<file path="src/rtl/cave_ddr_pkg.sv">
// Shared types and default widths for the DDR arbiter slice.
package cave_ddr_pkg;

    localparam int unsigned DDR_ADDR_W  = 32;
    localparam int unsigned DDR_DATA_W  = 64;
    localparam int unsigned DDR_BURST_W = 8;

    typedef enum logic [1:0] {
        StIdle,
        StReadCmd,
        StReadData,
        StWrite
    } ddr_arb_state_t;

endpackage

</file>
<file path="src/rtl/rr_arbiter.sv">
// Combinational round-robin picker: first active request at or after ptr wins.
module rr_arbiter #(
    parameter int unsigned NUM_REQ = 4,
    parameter int unsigned IDX_W   = $clog2(NUM_REQ)
) (
    input  logic [NUM_REQ-1:0] req,
    input  logic [IDX_W-1:0]   ptr,
    output logic [NUM_REQ-1:0] gnt,
    output logic [IDX_W-1:0]   gnt_idx,
    output logic               gnt_valid
);

    always_comb begin
        int unsigned j;
        gnt       = '0;
        gnt_idx   = '0;
        gnt_valid = 1'b0;
        j         = 0;
        for (int unsigned i = 0; i < NUM_REQ; i++) begin
            j = 32'(ptr) + i;
            if (j >= NUM_REQ) begin
                j = j - NUM_REQ;
            end
            if (!gnt_valid && req[j]) begin
                gnt_valid = 1'b1;
                gnt[j]    = 1'b1;
                gnt_idx   = IDX_W'(j);
            end
        end
    end

endmodule

</file>
<file path="src/rtl/ddr_arbiter.sv">
// Round-robin arbiter sharing one Avalon-style DDR master port between core clients.
// One burst per grant; at most one read outstanding, so read data always belongs to the holder.
module ddr_arbiter
    import cave_ddr_pkg::*;
#(
    parameter int unsigned NUM_CLIENTS = 4,
    parameter int unsigned ADDR_W      = DDR_ADDR_W,
    parameter int unsigned DATA_W      = DDR_DATA_W,
    parameter int unsigned BURST_W     = DDR_BURST_W
) (
    input  logic                          clk_sys,
    input  logic                          reset_n,

    input  logic [NUM_CLIENTS-1:0]          client_rd,
    input  logic [NUM_CLIENTS-1:0]          client_wr,
    input  logic [NUM_CLIENTS*ADDR_W-1:0]   client_addr,
    input  logic [NUM_CLIENTS*BURST_W-1:0]  client_burst,
    input  logic [NUM_CLIENTS*DATA_W-1:0]   client_din,
    input  logic [NUM_CLIENTS*DATA_W/8-1:0] client_be,
    output logic [NUM_CLIENTS-1:0]          client_waitReq,
    output logic [NUM_CLIENTS-1:0]          client_valid,
    output logic [DATA_W-1:0]               client_dout,

    output logic                          ddr_rd,
    output logic                          ddr_wr,
    output logic [ADDR_W-1:0]             ddr_addr,
    output logic [BURST_W-1:0]            ddr_burst,
    output logic [DATA_W-1:0]             ddr_din,
    output logic [DATA_W/8-1:0]           ddr_be,
    input  logic                          ddr_waitReq,
    input  logic                          ddr_valid,
    input  logic [DATA_W-1:0]             ddr_dout
);

    localparam int unsigned IDX_W = $clog2(NUM_CLIENTS);
    localparam int unsigned BE_W  = DATA_W / 8;
    localparam int unsigned CNT_W = BURST_W + 1;

    ddr_arb_state_t     state_q, state_d;
    logic [IDX_W-1:0]   grant_q, grant_d;
    logic [IDX_W-1:0]   ptr_q, ptr_d;
    logic [ADDR_W-1:0]  addr_q, addr_d;
    logic [BURST_W-1:0] burst_q, burst_d;
    logic [CNT_W-1:0]   beat_cnt_q, beat_cnt_d;

    logic [NUM_CLIENTS-1:0] arb_req;
    logic [NUM_CLIENTS-1:0] arb_gnt;
    logic [IDX_W-1:0]       arb_idx;
    logic                   arb_valid;

    logic [ADDR_W-1:0]  req_addr;
    logic [BURST_W-1:0] req_burst;
    logic               req_rd;
    logic               gnt_wr;
    logic [DATA_W-1:0]  gnt_din;
    logic [BE_W-1:0]    gnt_be;

    logic [CNT_W-1:0]   cnt_inc;
    logic               last_beat;
    logic [IDX_W-1:0]   ptr_next;

    assign arb_req = client_rd | client_wr;

    rr_arbiter #(
        .NUM_REQ (NUM_CLIENTS),
        .IDX_W   (IDX_W)
    ) u_rr_arbiter (
        .req       (arb_req),
        .ptr       (ptr_q),
        .gnt       (arb_gnt),
        .gnt_idx   (arb_idx),
        .gnt_valid (arb_valid)
    );

    // Request fields come from the arbiter winner; data path from the registered holder.
    always_comb begin
        req_addr  = '0;
        req_burst = '0;
        req_rd    = 1'b0;
        gnt_wr    = 1'b0;
        gnt_din   = '0;
        gnt_be    = '0;
        for (int i = 0; i < NUM_CLIENTS; i++) begin
            if (arb_idx == IDX_W'(i)) begin
                req_addr  = client_addr[i*ADDR_W +: ADDR_W];
                req_burst = client_burst[i*BURST_W +: BURST_W];
                req_rd    = client_rd[i];
            end
            if (grant_q == IDX_W'(i)) begin
                gnt_wr  = client_wr[i];
                gnt_din = client_din[i*DATA_W +: DATA_W];
                gnt_be  = client_be[i*BE_W +: BE_W];
            end
        end
    end

    assign cnt_inc   = beat_cnt_q + CNT_W'(1);
    assign last_beat = (cnt_inc == {1'b0, burst_q});
    assign ptr_next  = (grant_q == IDX_W'(NUM_CLIENTS - 1)) ? '0 : grant_q + IDX_W'(1);

    always_ff @(posedge clk_sys or negedge reset_n) begin
        if (!reset_n) begin
            state_q    <= StIdle;
            grant_q    <= '0;
            ptr_q      <= '0;
            addr_q     <= '0;
            burst_q    <= '0;
            beat_cnt_q <= '0;
        end else begin
            state_q    <= state_d;
            grant_q    <= grant_d;
            ptr_q      <= ptr_d;
            addr_q     <= addr_d;
            burst_q    <= burst_d;
            beat_cnt_q <= beat_cnt_d;
        end
    end

    always_comb begin
        state_d    = state_q;
        grant_d    = grant_q;
        ptr_d      = ptr_q;
        addr_d     = addr_q;
        burst_d    = burst_q;
        beat_cnt_d = beat_cnt_q;
        unique case (state_q)
            StIdle: begin
                beat_cnt_d = '0;
                if (arb_valid) begin
                    grant_d = arb_idx;
                    addr_d  = req_addr;
                    // A zero burst count is a single-beat transfer.
                    burst_d = (req_burst == '0) ? BURST_W'(1) : req_burst;
                    state_d = req_rd ? StReadCmd : StWrite;
                end
            end
            StReadCmd: begin
                if (!ddr_waitReq) begin
                    beat_cnt_d = '0;
                    state_d    = StReadData;
                end
            end
            StReadData: begin
                if (ddr_valid) begin
                    beat_cnt_d = cnt_inc;
                    if (last_beat) begin
                        state_d = StIdle;
                        ptr_d   = ptr_next;
                    end
                end
            end
            StWrite: begin
                if (gnt_wr && !ddr_waitReq) begin
                    beat_cnt_d = cnt_inc;
                    if (last_beat) begin
                        state_d = StIdle;
                        ptr_d   = ptr_next;
                    end
                end
            end
            default: state_d = StIdle;
        endcase
    end

    always_comb begin
        ddr_rd         = 1'b0;
        ddr_wr         = 1'b0;
        ddr_addr       = addr_q;
        ddr_burst      = burst_q;
        ddr_din        = gnt_din;
        ddr_be         = gnt_be;
        client_dout    = ddr_dout;
        client_waitReq = '1;
        client_valid   = '0;
        unique case (state_q)
            StIdle: ;
            StReadCmd: begin
                ddr_rd                  = 1'b1;
                client_waitReq[grant_q] = ddr_waitReq;
            end
            StReadData: begin
                client_valid[grant_q] = ddr_valid;
            end
            StWrite: begin
                ddr_wr                  = gnt_wr;
                client_waitReq[grant_q] = ddr_waitReq;
            end
            default: ;
        endcase
    end

endmodule

</file>
<file path="config.mk">
export PLATFORM = sky130hd
export DESIGN_NAME = ddr_arbiter
export DESIGN_NICKNAME = d
export VERILOG_FILES = /design/src/rtl/cave_ddr_pkg.sv /design/src/rtl/rr_arbiter.sv /design/src/rtl/ddr_arbiter.sv
export SDC_FILE = /design/constraint.sdc
export NUM_CORES = 1
export LEC_CHECK = 0
export CAP_MARGIN = 10
export CORE_AREA = 2 2 273 275
export CTS_CLUSTER_DIAMETER = 200
export CTS_CLUSTER_SIZE = 25
export DETAILED_ROUTE_END_ITERATION = 10
export DIE_AREA = 0 0 275 277
export GPL_TIMING_DRIVEN = 0
export PLACE_DENSITY_LB_ADDON = 0.1
export SLEW_MARGIN = 15
export SYNTH_ARGS = -nofsm -noshare
export SYNTH_HDL_FRONTEND = slang
export SYNTH_SLANG_ARGS = --single-unit
</file>
<file path="constraint.sdc">
create_clock -name clk_sys -period 3.2 [get_ports clk_sys]
set_input_delay 0.64 -clock clk_sys [delete_from_list [all_inputs] [get_ports clk_sys]]
set_output_delay 0.64 -clock clk_sys [all_outputs]
set_load 0.01 [all_outputs]
</file>
==> qor.txt <==
status: finished, final reports clean
pwr/cell area: 306.2 nW/µm²
DRT Pass-1 Iters: 4
number of synthesized register bits: 55
reg2reg start: grant_q[1]
final setup fails: 0
global-route wire length before repair: 73090 µm
Post-Syn Nets: 1444
cell taking the most area after synthesis: dfrtp_1
Mapped Avg Cell Area: 7.331 µm²
grt ovf: 0
Area after DPL: 14400 µm²
post-synth top area share: 0.2052
Crit. End Element: primary output
I/O Buffers: 645
Post-synth ARST share: 1.000
layout cells sized above 1: 0.1534
end of the worst register-to-register path: beat_cnt_q[7]
CP arrival: 2.45 ns
via count: 9210
kind of critical path: register to primary output
clock latency on the worst-skew pair: 0.33 ns
R2R depth: 9
Starting Density: 0.09117
clock transition at the registers of the reported paths: 0.09 ns
Final period util: 0.9668
Pleak: 5.816 nW
Worst Path Required: 2.56 ns
Ys Warns: 0
number of global-route vias before repair: 9555
Worst Setup EP: client_waitReq[3]
Top Ports: 710
cts hold-fix bufs: 0
Layout Area Growth over Synthesis: 121.0%
clk sinks: 55
final clock skew: 0.01800 ns
Syn Inst Count: 915
Max transition margin: 0.3784
Routed Antenna Nets: 0
total track usage: 0.1342
Vias per Instance: 3.610
Yosys cell types: 57
Worst VDD drop: 0.2166 mV
post-synthesis mux area share: 0.1867
row count: 100
die span in x: 275 µm
starting DRC count in detailed routing: 297
initial antenna violation count: 9
non-filler cells, final: 2551
CTS tree: yes
post-route cell area: 14820 µm²
gp weighted congestion: 0.8125
main combinational cell family by area after synthesis: compound AO/OA/AOI/OAI gates
WL per Instance: 21.26 µm
Min-Delay Path Class: primary input to asynchronous set/reset pin
Synth Area in Simple Gates: 0.1681
fraction of synthesized cell area in xor and xnor cells: 0.01175
H-tree lvl count: 2
Synth area leaders: dfrtp_1 (21%), mux2i_1 (12%), a22oi_1 (7.9%)
CP startpoint: grant_q[0]
max_cap viols: 0
synthesized area: 6708 µm²
Compound-Gate Fraction of Synth Area: 0.2783
Die Area: 76180 µm²
root buf cell: clkbuf_16
detailed-route DRC error count: 0
Final Hold Vio Count: 0
Period minus WS final: 3.094 ns
Final Core Density: 0.2015
Post-synth EDFFs: 0
placed insts: 2530
Detail Placement HPWL: 46690 µm
final net count: 2106
largest net degree at the start of global routing: 40
Bufs on Longest Clock Path: 2
Reg2Reg Setup Slack: 0.58 ns
area of the core: 73570 µm²
final slew viol count: 0
fmax: 323.2 MHz
CTS Buf Count: 5
RSZ-0062 raised after global routing: false
routed wire length: 54220 µm
adder-cell share of the synthesized area: 0.009327
crit path max fanout: 10
critical path launch point type: register
Synth Flop Type: dfrtp_1
# fillers: 8199
Worst-Margin Slew: 0.9253 ns
Die Y: 277 µm
register area share after synthesis: 0.2052
[stage by stage]
step | setup TNS (ns) | hold slack, ns | total power [mW] | worst slack, ns
after global placement | -102.98 | 0.4678 | 3.930 | -1.243
final | 0 | 0.1801 | 4.539 | 0.1062
after detailed placement | -65.81 | 0.4805 | 3.932 | -1.328
after global routing | 0 | 0.1759 | 4.874 | 0.004407
after floorplan | 0 | 0.3444 | 2.308 | 0.7329
after CTS | -0.01167 | 0.1668 | 4.664 | -0.01167
[how the worst min path moves through the flow]
stage | endpoint | depth (start not counted) | slack [ns] | start
floorplan | beat_cnt_q[0] | 0 | 0.34 | reset_n
global placement | ddr_addr[1] | 2 | 0.47 | ddr_addr[1]
detailed placement | ddr_addr[30] | 2 | 0.48 | ddr_addr[30]
CTS | ddr_addr[24] | 1 | 0.17 | reset_n
global route | ddr_addr[24] | 1 | 0.18 | reset_n
finish | ddr_addr[24] | 1 | 0.18 | reset_n
[final cells by class]
type                       instances  area [µm²]  area share
timing repair buffer             655        6421      0.4332
multi-input combinational        708        4484      0.3025
sequential                        55        1378     0.09293
tap                              969        1212     0.08179
buffer                           145        1115     0.07520
clock buffer                       5       125.1    0.008440
clock inverter                     3       50.05    0.003376
inverter                           7       28.78    0.001941
antenna                            4       10.01   0.0006752
[metal layers]
layer | wire [µm] | share of wire | track usage | up-vias
li1 | - | - | - | 4528
met1 | 21410 | 0.39 | 0.1551 | 4238
met2 | 27760 | 0.51 | 0.2462 | 403
met3 | 4530 | 0.084 | 0.03832 | 31
met4 | 462 | 0.0085 | 0.01996 | 10
met5 | 56 | 0.0010 | 0 | -
[Yosys cell counts (3+ instances only)]
cell type  number
and2_1          5
buf_4          65
xnor2_1         5
inv_1           7
nor3b_1         4
or3_1           7
nor2b_1         4
a22o_1          7
buf_12          5
o21ai_1        94
nand2b_1        4
mux2i_1        79
buf_6           3
nor3_1          5
a21oi_1        78
o311ai_1        3
a211oi_1        3
o21a_1          3
buf_2          11
dfrtp_1        55
nor2_1         83
ha_1            5
mux2_2         39
xor2_1          4
clkbuf_1       58
nor4_1          5
a22oi_1        71
nand2_1       131
o21ai_0        33
[state kept, by name, summed over array words and instances, names as in the netlist]
signal and flops:
beat_cnt_q 9, ptr_q 2, state_q 2, grant_q 2
ddr_addr 32, ddr_burst 8
[cell usage in the layout, fill, tap and decap left out, drive strengths merged, types with 9 or more instances in the layout]
cell type	n
clkdlybuf4s50	571
buf	105
dfrtp	55
inv	9
o21ai	127
mux2	41
dlygate4sd2	36
nand2	131
a22oi	71
mux2i	79
nor2	83
a21oi	79
clkbuf	79
[critical path, cell delays in order (launching register included)]
cell	delay, ns
dfrtp_2	0.46
buf_4	0.16
ha_4	0.20
clkbuf_8	0.19
clkbuf_4	0.25
buf_4	0.22
nand2_1	0.06
clkdlybuf4s50_1	0.58
[cell families after synthesis]
kind of cell,after synthesis
adder cells (fa/ha/maj),5
AO/OA/AOI/OAI,312
buffers and inverters,152
AND/OR/NAND/NOR,262
multiplexers,120
flip-flops,55
XOR/XNOR,9
[power by group]
part | internal (mW) | switching (mW)
sequential | 0.804 | 0.0877
combinational | 1.61 | 1.35
clock | 0.379 | 0.307
total | 2.79 | 1.75
[repair_timing]
item	CTS	global route
hold endpoints to repair	0	0
pin swaps	3	8
setup buffers	5	4
endpoints found under the setup margin	80	42
resized for setup	183	75
(Power assumes the default switching activity.)
